--- src/rtl/alu_sequencer_if.sv ---
// Request / ALU / response signal bundle for alu_sequencer.
// The sequencer uses the slave view; the environment (requester, ALU, consumer) uses master.
interface alu_sequencer_if #(
   parameter int DATA_WIDTH = 8,
   parameter int OP_WIDTH   = 3
);
   logic                  req_valid;
   logic                  req_ready;
   logic [OP_WIDTH-1:0]   req_op;
   logic [DATA_WIDTH-1:0] req_a;
   logic [DATA_WIDTH-1:0] req_b;
   logic [DATA_WIDTH-1:0] alu_data1;
   logic [DATA_WIDTH-1:0] alu_data2;
   logic [OP_WIDTH-1:0]   alu_op;
   logic [DATA_WIDTH-1:0] alu_result;
   logic                  resp_valid;
   logic                  resp_ready;
   logic [DATA_WIDTH-1:0] resp_data;
   logic                  resp_err;
   logic                  resp_ovf;

   modport master (
      output req_valid, req_op, req_a, req_b, alu_result, resp_ready,
      input  req_ready, alu_data1, alu_data2, alu_op, resp_valid, resp_data, resp_err, resp_ovf
   );

   modport slave (
      input  req_valid, req_op, req_a, req_b, alu_result, resp_ready,
      output req_ready, alu_data1, alu_data2, alu_op, resp_valid, resp_data, resp_err, resp_ovf
   );
endinterface

--- src/rtl/alu_sequencer.sv ---
// Issues one request at a time to an external combinational ALU and returns the result.
// MUL is performed as repeated ADDs through the same ALU, with a sticky wrap flag.
module alu_sequencer #(
   parameter int DATA_WIDTH = 8,
   parameter int OP_WIDTH   = 3,
   parameter bit MUL_EN     = 1'b1
) (
   input  logic         clk,
   input  logic         rst,
   alu_sequencer_if.slave bus
);
   localparam logic [OP_WIDTH-1:0] op_add = OP_WIDTH'(1);
   localparam logic [OP_WIDTH-1:0] op_or  = OP_WIDTH'(3);
   localparam logic [OP_WIDTH-1:0] op_mul = OP_WIDTH'(4);

   typedef enum logic [1:0] {s_idle, s_exec, s_mul, s_done} state_t;

   state_t                state_reg, state_next;
   logic [DATA_WIDTH-1:0] a_reg, a_next;
   logic [DATA_WIDTH-1:0] cnt_reg, cnt_next;
   logic [DATA_WIDTH-1:0] d1_reg, d1_next;
   logic [DATA_WIDTH-1:0] d2_reg, d2_next;
   logic [OP_WIDTH-1:0]   aop_reg, aop_next;
   logic [DATA_WIDTH-1:0] data_reg, data_next;
   logic                  err_reg, err_next;
   logic                  ovf_reg, ovf_next;

   always_ff @(posedge clk or posedge rst) begin
      if (rst) begin
         state_reg <= s_idle;
         a_reg     <= '0;
         cnt_reg   <= '0;
         d1_reg    <= '0;
         d2_reg    <= '0;
         aop_reg   <= '0;
         data_reg  <= '0;
         err_reg   <= 1'b0;
         ovf_reg   <= 1'b0;
      end else begin
         state_reg <= state_next;
         a_reg     <= a_next;
         cnt_reg   <= cnt_next;
         d1_reg    <= d1_next;
         d2_reg    <= d2_next;
         aop_reg   <= aop_next;
         data_reg  <= data_next;
         err_reg   <= err_next;
         ovf_reg   <= ovf_next;
      end
   end

   // ALU lines default to 0/0/000; only the EXEC and MUL cycles load them.
   // During MUL, d1_reg is the running accumulator.
   always_comb begin
      state_next = state_reg;
      a_next     = a_reg;
      cnt_next   = cnt_reg;
      d1_next    = '0;
      d2_next    = '0;
      aop_next   = '0;
      data_next  = data_reg;
      err_next   = err_reg;
      ovf_next   = ovf_reg;
      case (state_reg)
         s_idle: begin
            if (bus.req_valid) begin
               a_next   = bus.req_a;
               err_next = 1'b0;
               ovf_next = 1'b0;
               if (bus.req_op <= op_or) begin
                  state_next = s_exec;
                  d1_next    = bus.req_a;
                  d2_next    = bus.req_b;
                  aop_next   = bus.req_op;
               end else if (MUL_EN && bus.req_op == op_mul) begin
                  if (bus.req_b != '0) begin
                     state_next = s_mul;
                     cnt_next   = bus.req_b;
                     d2_next    = bus.req_a;
                     aop_next   = op_add;
                  end else begin
                     state_next = s_done;
                     data_next  = '0;
                  end
               end else begin
                  state_next = s_done;
                  data_next  = '0;
                  err_next   = 1'b1;
               end
            end
         end
         s_exec: begin
            data_next  = bus.alu_result;
            state_next = s_done;
         end
         s_mul: begin
            // A sum smaller than the accumulator means this addition carried out.
            if (bus.alu_result < d1_reg)
               ovf_next = 1'b1;
            cnt_next = cnt_reg - DATA_WIDTH'(1);
            if (cnt_reg == DATA_WIDTH'(1)) begin
               data_next  = bus.alu_result;
               state_next = s_done;
            end else begin
               d1_next  = bus.alu_result;
               d2_next  = a_reg;
               aop_next = op_add;
            end
         end
         s_done: begin
            if (bus.resp_ready) begin
               state_next = s_idle;
               err_next   = 1'b0;
               ovf_next   = 1'b0;
            end
         end
         default: state_next = s_idle;
      endcase
   end

   assign bus.req_ready  = (state_reg == s_idle);
   assign bus.resp_valid = (state_reg == s_done);
   assign bus.alu_data1  = d1_reg;
   assign bus.alu_data2  = d2_reg;
   assign bus.alu_op     = aop_reg;
   assign bus.resp_data  = data_reg;
   assign bus.resp_err   = err_reg;
   assign bus.resp_ovf   = ovf_reg;
endmodule
--- src/flat_wrapper.sv ---
// flat-port wrapper written by rule: the top's interface ports become plain ports
module alu_sequencer_flat 
#(
   parameter int DATA_WIDTH = 8,
   parameter int OP_WIDTH   = 3,
   parameter bit MUL_EN     = 1'b1
)
  (clk, rst, bus_req_valid, bus_req_op, bus_req_a, bus_req_b, bus_alu_result, bus_resp_ready, bus_req_ready, bus_alu_data1, bus_alu_data2, bus_alu_op, bus_resp_valid, bus_resp_data, bus_resp_err, bus_resp_ovf);
  alu_sequencer_if #(.DATA_WIDTH(DATA_WIDTH), .OP_WIDTH(OP_WIDTH)) bus_i ();
  input  logic clk;
  input  logic rst;
  input wire logic [$bits(bus_i.req_valid)-1:0] bus_req_valid;
  input wire logic [$bits(bus_i.req_op)-1:0] bus_req_op;
  input wire logic [$bits(bus_i.req_a)-1:0] bus_req_a;
  input wire logic [$bits(bus_i.req_b)-1:0] bus_req_b;
  input wire logic [$bits(bus_i.alu_result)-1:0] bus_alu_result;
  input wire logic [$bits(bus_i.resp_ready)-1:0] bus_resp_ready;
  output wire logic [$bits(bus_i.req_ready)-1:0] bus_req_ready;
  output wire logic [$bits(bus_i.alu_data1)-1:0] bus_alu_data1;
  output wire logic [$bits(bus_i.alu_data2)-1:0] bus_alu_data2;
  output wire logic [$bits(bus_i.alu_op)-1:0] bus_alu_op;
  output wire logic [$bits(bus_i.resp_valid)-1:0] bus_resp_valid;
  output wire logic [$bits(bus_i.resp_data)-1:0] bus_resp_data;
  output wire logic [$bits(bus_i.resp_err)-1:0] bus_resp_err;
  output wire logic [$bits(bus_i.resp_ovf)-1:0] bus_resp_ovf;
  assign bus_i.req_valid = bus_req_valid;
  assign bus_i.req_op = bus_req_op;
  assign bus_i.req_a = bus_req_a;
  assign bus_i.req_b = bus_req_b;
  assign bus_i.alu_result = bus_alu_result;
  assign bus_i.resp_ready = bus_resp_ready;
  assign bus_req_ready = bus_i.req_ready;
  assign bus_alu_data1 = bus_i.alu_data1;
  assign bus_alu_data2 = bus_i.alu_data2;
  assign bus_alu_op = bus_i.alu_op;
  assign bus_resp_valid = bus_i.resp_valid;
  assign bus_resp_data = bus_i.resp_data;
  assign bus_resp_err = bus_i.resp_err;
  assign bus_resp_ovf = bus_i.resp_ovf;
  alu_sequencer #(.DATA_WIDTH(DATA_WIDTH), .OP_WIDTH(OP_WIDTH), .MUL_EN(MUL_EN)) u_core (.clk(clk), .rst(rst), .bus(bus_i));
endmodule
--- config.mk ---
export PLATFORM = sky130hd
export DESIGN_NAME = alu_sequencer_flat
export DESIGN_NICKNAME = d
export VERILOG_FILES = /design/src/rtl/alu_sequencer_if.sv /design/src/rtl/alu_sequencer.sv /design/src/flat_wrapper.sv
export SDC_FILE = /design/constraint.sdc
export NUM_CORES = 1
export LEC_CHECK = 0
export ABC_AREA = 1
export BUFFER_PORTS_ARGS = -buffer_cell sky130_fd_sc_hd__buf_4
export CAP_MARGIN = 20
export CORE_ASPECT_RATIO = 0.9
export CORE_UTILIZATION = 48
export CTS_CLUSTER_SIZE = 40
export DETAILED_ROUTE_END_ITERATION = 12
export PLACE_DENSITY = 0.76
export SLEW_MARGIN = 20
export SYNTH_ARGS = -nofsm -noshare
export SYNTH_HDL_FRONTEND = slang
export SYNTH_SLANG_ARGS = --single-unit
--- constraint.sdc ---
create_clock -name clk -period 1.4 [get_ports clk]
set_input_delay 0.14 -clock clk [delete_from_list [all_inputs] [get_ports clk]]
set_output_delay 0.14 -clock clk [all_outputs]
set_load 0.03 [all_outputs]
Yosys cells after proc, flatten, opt, wreduce, memory -nomap -nowiden:

Index checks and enable logic that the tools add are counted.

* register bits after elaboration: 47
* bits in latches: 0
* bits in writable memories: 0
* ROM bits: 0
* input bits: 31
* output and inout bits: 31
* logic and storage cells: 79
* memories: 0

* add/subtract/negate cells: 1
* multiply operators: 0
* div/mod/pow operators: 0
* magnitude comparators: 2
* equality and inequality tests: 13
* shift-type cells: 0
* multiplexer cells: 42
* bitwise operators: 0
* reductions and logical operators: 12

Operator list (count)
* $mux 8: 17
* $pmux 8 s2: 3
* $pmux 8 s3: 1
* $mux 1: 10
* $reduce_and 5->1: 2
* $mux 3: 3
* $eq 8x1->1 const B: 1
* $lt 8x8->1: 1
* $mux 2: 4
* $ne 2x1->1 const B: 4
* $pmux 2 s4: 1
* $reduce_bool 8->1: 1
* $sub 8x1->8 const B: 1
* $ne 2x2->1 const B: 3
* $pmux 3 s2: 1
* $reduce_and 3->1: 2
* $reduce_bool 3->1: 2
* $eq 2x2->1 const B: 2
* $reduce_and 4->1: 1
* $reduce_bool 2->1: 2
* $eq 3x3->1 const B: 1
* $le 3x2->1 const B: 1
* $ne 3x3->1 const B: 1
* $pmux 1 s3: 1
* other kinds (4): 4

Longest topological paths before layout:

* depth in word-level cells: 6
* gate-level depth with buffers: 10
* depth with buffers taken out: 10

Worst setup path after synthesis:

Ideal clock, no wire load.

* kind: register to register
* from: register u_core.state_reg[0]
* to: register u_core.d2_reg[3] (netlist: u_core.bus.alu_data2[3])
* arrival: 1551 ps
* data required time: 1262 ps
* setup slack: -289 ps
* cell stages (with the launch flop): 8
* path buffers: 1
* period minus slack after synthesis: 1689 ps
* cell sequence: dfrtp_1 inv_1 ha_1 buf_2 nand2_2 clkinv_1 nand2_1 o221ai_1

* longest elaborated chain between the ends: 2
* elaborated cells on any way between the ends: 3
* classes of those cells: eq/ne: 1; mux: 1; reduce/logical: 1

Ends and longest elaborated chain
* start, declared: RTL line alu_sequencer.sv:18 `state_t state_reg, state_next;`
* start signal, assigned: RTL line alu_sequencer.sv:30 `state_reg <= s_idle;`
* start signal, assigned: RTL line alu_sequencer.sv:40 `state_reg <= state_next;`
* $logic_not 2->1
* net bus_req_ready: RTL line flat_wrapper.sv:18 `output wire logic [$bits(bus_i.req_ready)-1:0] bus_req_ready;`
* $pmux 8 s2: RTL line alu_sequencer.sv:64 `case (state_reg)`
* net u_core.d2_next[3]: RTL line alu_sequencer.sv:22 `logic [DATA_WIDTH-1:0] d2_reg, d2_next;`
* end signal, assigned: RTL line alu_sequencer.sv:44 `d2_reg <= d2_next;`
* end, declared: RTL line alu_sequencer.sv:22

The timed path passes the listed nets, and every way through them passes these cells.
A chain may end at the register's enable or synchronous reset.

Worst setup path after layout:

* from: register u_core.state_reg[1]
* to: output bus_req_ready

* longest elaborated chain between the ends: 1

Ends and longest elaborated chain
* $logic_not 2->1: RTL line alu_sequencer.sv:121 `assign bus.req_ready = (state_reg == s_idle);`
* end, declared: RTL line flat_wrapper.sv:18

No other way between the ends.

==> impl_results.md <==
- Status: finished with violations
- Failing checks: negative setup slack
- Pwr dens: approximately 2300 nW/µm²
- Largest net degree at the start of global routing: 48
- Clock Skews: a little over 9 ps
- Yosys warns: 0
- Critical path arrival: between 1000 and 1500 ps
- Required @ worst endpoint: roughly 1300 ps
- Core Footprint: approximately 5200 µm²
- Total track usage: 23.6%
- Hold Crit Start: bus_alu_result[3]
- Vias: around 2400
- FF-to-FF path depth: 9
- Final worst-path cycle share: 105%
- Endpoint type of the worst setup path: output port
- Ys async rst share: 100%
- Ports: between 60 and 70
- Full die area: around 5700 µm²
- Starting Density: 49.7%
- Area Overhead vs Synth: 39.9%
- Dpl cell area: roughly 3300 µm²
- Final WS setup: -69.9 ps
- GR Overflow Total: 0
- FF-to-FF End: u_core.bus.resp_data[7]
- Synthesized area: roughly 2600 µm²
- Port bufs: slightly above 60
- Clock sinks: 47
- DRT Pass-1 Iters: 4
- CTS buffer count: 5
- Initial antenna violation count: 0
- Sequential share of the synthesized area: between 40% and 50%
- Post-route ant nets: 0
- Layout cell share with drive strength beyond 1: between 30% and 40%
- Final instance area: around 3600 µm²
- Final #Nets: between 400 and 500
- Post-synth EDFFs: 0
- WS Path Type: reg2out
- P_leak: just under 2 nW
- Cell row count: 25
- CTS tree: done
- Final wirelength: approximately 6500 µm
- Unrepaired setup endpoints after global routing: true
- Max Fclk: slightly below 700 MHz
- Vias per inst: about 5
- Worst-Skew Late Latency: ~300 ps
- DP Wirelength: 4720 µm
- Gpl congestion: 0.895
- Worst Hold Class: in2reg
- Hold Fails Final Rpt: 0
- Hold path depth: 3
- RR Startpoint: u_core.cnt_reg[1]
- Endpoints failing setup: 10
- Die width: 79.5 µm
- R2r setup slk: -50 ps
- Register bit total from synthesis: between 40 and 50
- Netlist cell types: 32
- Fill count: roughly 420
- Mapped Avg Cell Area: approximately 8 µm²
- CP startpoint kind: flip-flop
- Root Buffer: clkbuf_8
- WL per Instance: ~13 µm
- Period minus WS final: between 1000 and 1500 ps
- Initial drt markers: 130
- Max Buffers Root-to-Sink: 2
- DRC Markers: 0
- Hold Slack: a little under 70 ps
- Count of final max-slew check failures: 0
- Global-route wire length before repair: about 10000 µm
- Clock-pin slew on the worst setup and hold paths: roughly 90 ps
- Overall power: 8.29 mW
- Max-cap violations: 0
- Number of global-route vias before repair: roughly 2300
- VDD IR max: between 1500 and 2000 µV
- H-tree Lvls: 2
- Crit path max fanout: 6
- Post-Syn Instances: 330
- Mapped Nets: around 370
- Diode count: 0
- Ys flop type: dfrtp_1
- DIE HEIGHT: slightly above 70 µm
- WHS Endpoint: u_core.bus.alu_data1[3]
## worst max-delay path, cell delays in order, from the launching register on
cell and delay (ps):
dfrtp_2 450, inv_2 110, ha_4 200, buf_4 150, buf_6 130
## how the worst max path moves through the flow
| stage | startpoint | endpoint | slack [ps] | cells after the start |
|---|---|---|---|---|
| floorplan | u_core.state_reg[0] | u_core.bus.resp_ovf | -4 | 9 |
| global placement | u_core.cnt_reg[1] | u_core.bus.resp_data[0] | -40 | 9 |
| detailed placement | u_core.state_reg[0] | u_core.state_reg[1] | -50 | 8 |
| CTS | u_core.cnt_reg[1] | u_core.bus.resp_data[5] | -30 | 9 |
| global route | u_core.cnt_reg[1] | u_core.bus.resp_data[2] | -120 | 9 |
| finish | u_core.state_reg[1] | bus_req_ready | -70 | 4 |
## timing repair
item	in CTS	in global routing
pin swaps	3	17
buffers inserted	2	5
hold endpoints to repair	47	0
gates resized for setup	6	41
endpoints found under the setup margin	12	39
hold buffers	1	0
cloned	0	0
## final cells by class
type / count / area, µm² / share of cell area (%)
Clock inverter: 2 / 12.5 / 0.345
Tap cell: 67 / 83.8 / 2.31
Multi-Input combinational cell: 230 / 1350 / 37.1
Clock buffer: 6 / 72.6 / 2.00
Timing Repair Buffer: 95 / 752 / 20.7
Sequential cell: 47 / 1180 / 32.4
Inverter: 47 / 184 / 5.07
## metal layers
| layer | wire, µm | track usage (%) | share of wire, % | vias to the layer above |
|---|---|---|---|---|
| met5 | 0 | 0 | 0 | - |
| met4 | 93 | 8.48 | 1.4 | 0 |
| met3 | 377 | 4.71 | 5.8 | 9 |
| met2 | 3220 | 37.8 | 50 | 76 |
| met1 | 2800 | 31.7 | 43 | 1130 |
| li1 | - | - | - | 1222 |
## placed cells by master (no fill, tap or decap), drive strengths merged, types with 2 or more instances in the layout
cell	netlist	final
clkinv	1	2
o21ai	18	18
nor2	22	22
o221ai	8	8
buf	3	94
inv	46	46
nand3	8	8
nand2	139	139
a21oi	7	7
dfrtp	47	47
clkbuf	3	6
nand4	8	8
ha	13	13
## cell usage after synthesis, types with 2 or more instances
cell type	n	area share [%]
a21oi_1	7	1.3
clkbuf_1	3	0.43
dfrtp_1	47	45
ha_1	13	6.3
inv_1	45	6.5
nand2_1	133	19
nand2_2	5	1.2
nand3_1	6	1.2
nand4_1	8	1.9
nor2_1	16	2.3
nor2_2	2	0.48
nor2_4	3	1.3
o21ai_0	14	2.7
o21ai_2	3	1.0
o221ai_1	8	2.7
## stage by stage
stage               std cells  setup WS, ps  TNS [ps]  util (%)
global placement          478         -35.3      -237      64.1
global route              494          -118     -1880      69.5
detailed placement        478         -45.3      -336      64.1
finish                    494         -69.9      -371      69.5
floorplan                 330         -3.67     -3.67         -
CTS                       489         -27.0      -204      66.6
## logic make-up after synthesis
family                   after synthesis  share of synthesized area, %
buffers and inverters                 53                          8.44
flip-flops                            47                          45.3
XOR/XNOR                               1                         0.338
other                                  1                         0.145
AND/OR/NAND/NOR                      180                          31.0
adder cells (fa/ha/maj)               13                          6.27
AO/OA/AOI/OAI                         35                          8.49
## power by group
| part | internal (mW) | total [mW] | switching [mW] |
|---|---|---|---|
| registers | 1.90 | 2.24 | 0.339 |
| logic | 2.21 | 5.24 | 3.03 |
| clock network | 0.350 | 0.807 | 0.458 |
No activity file was read; power rests on OpenSTA's default activity.
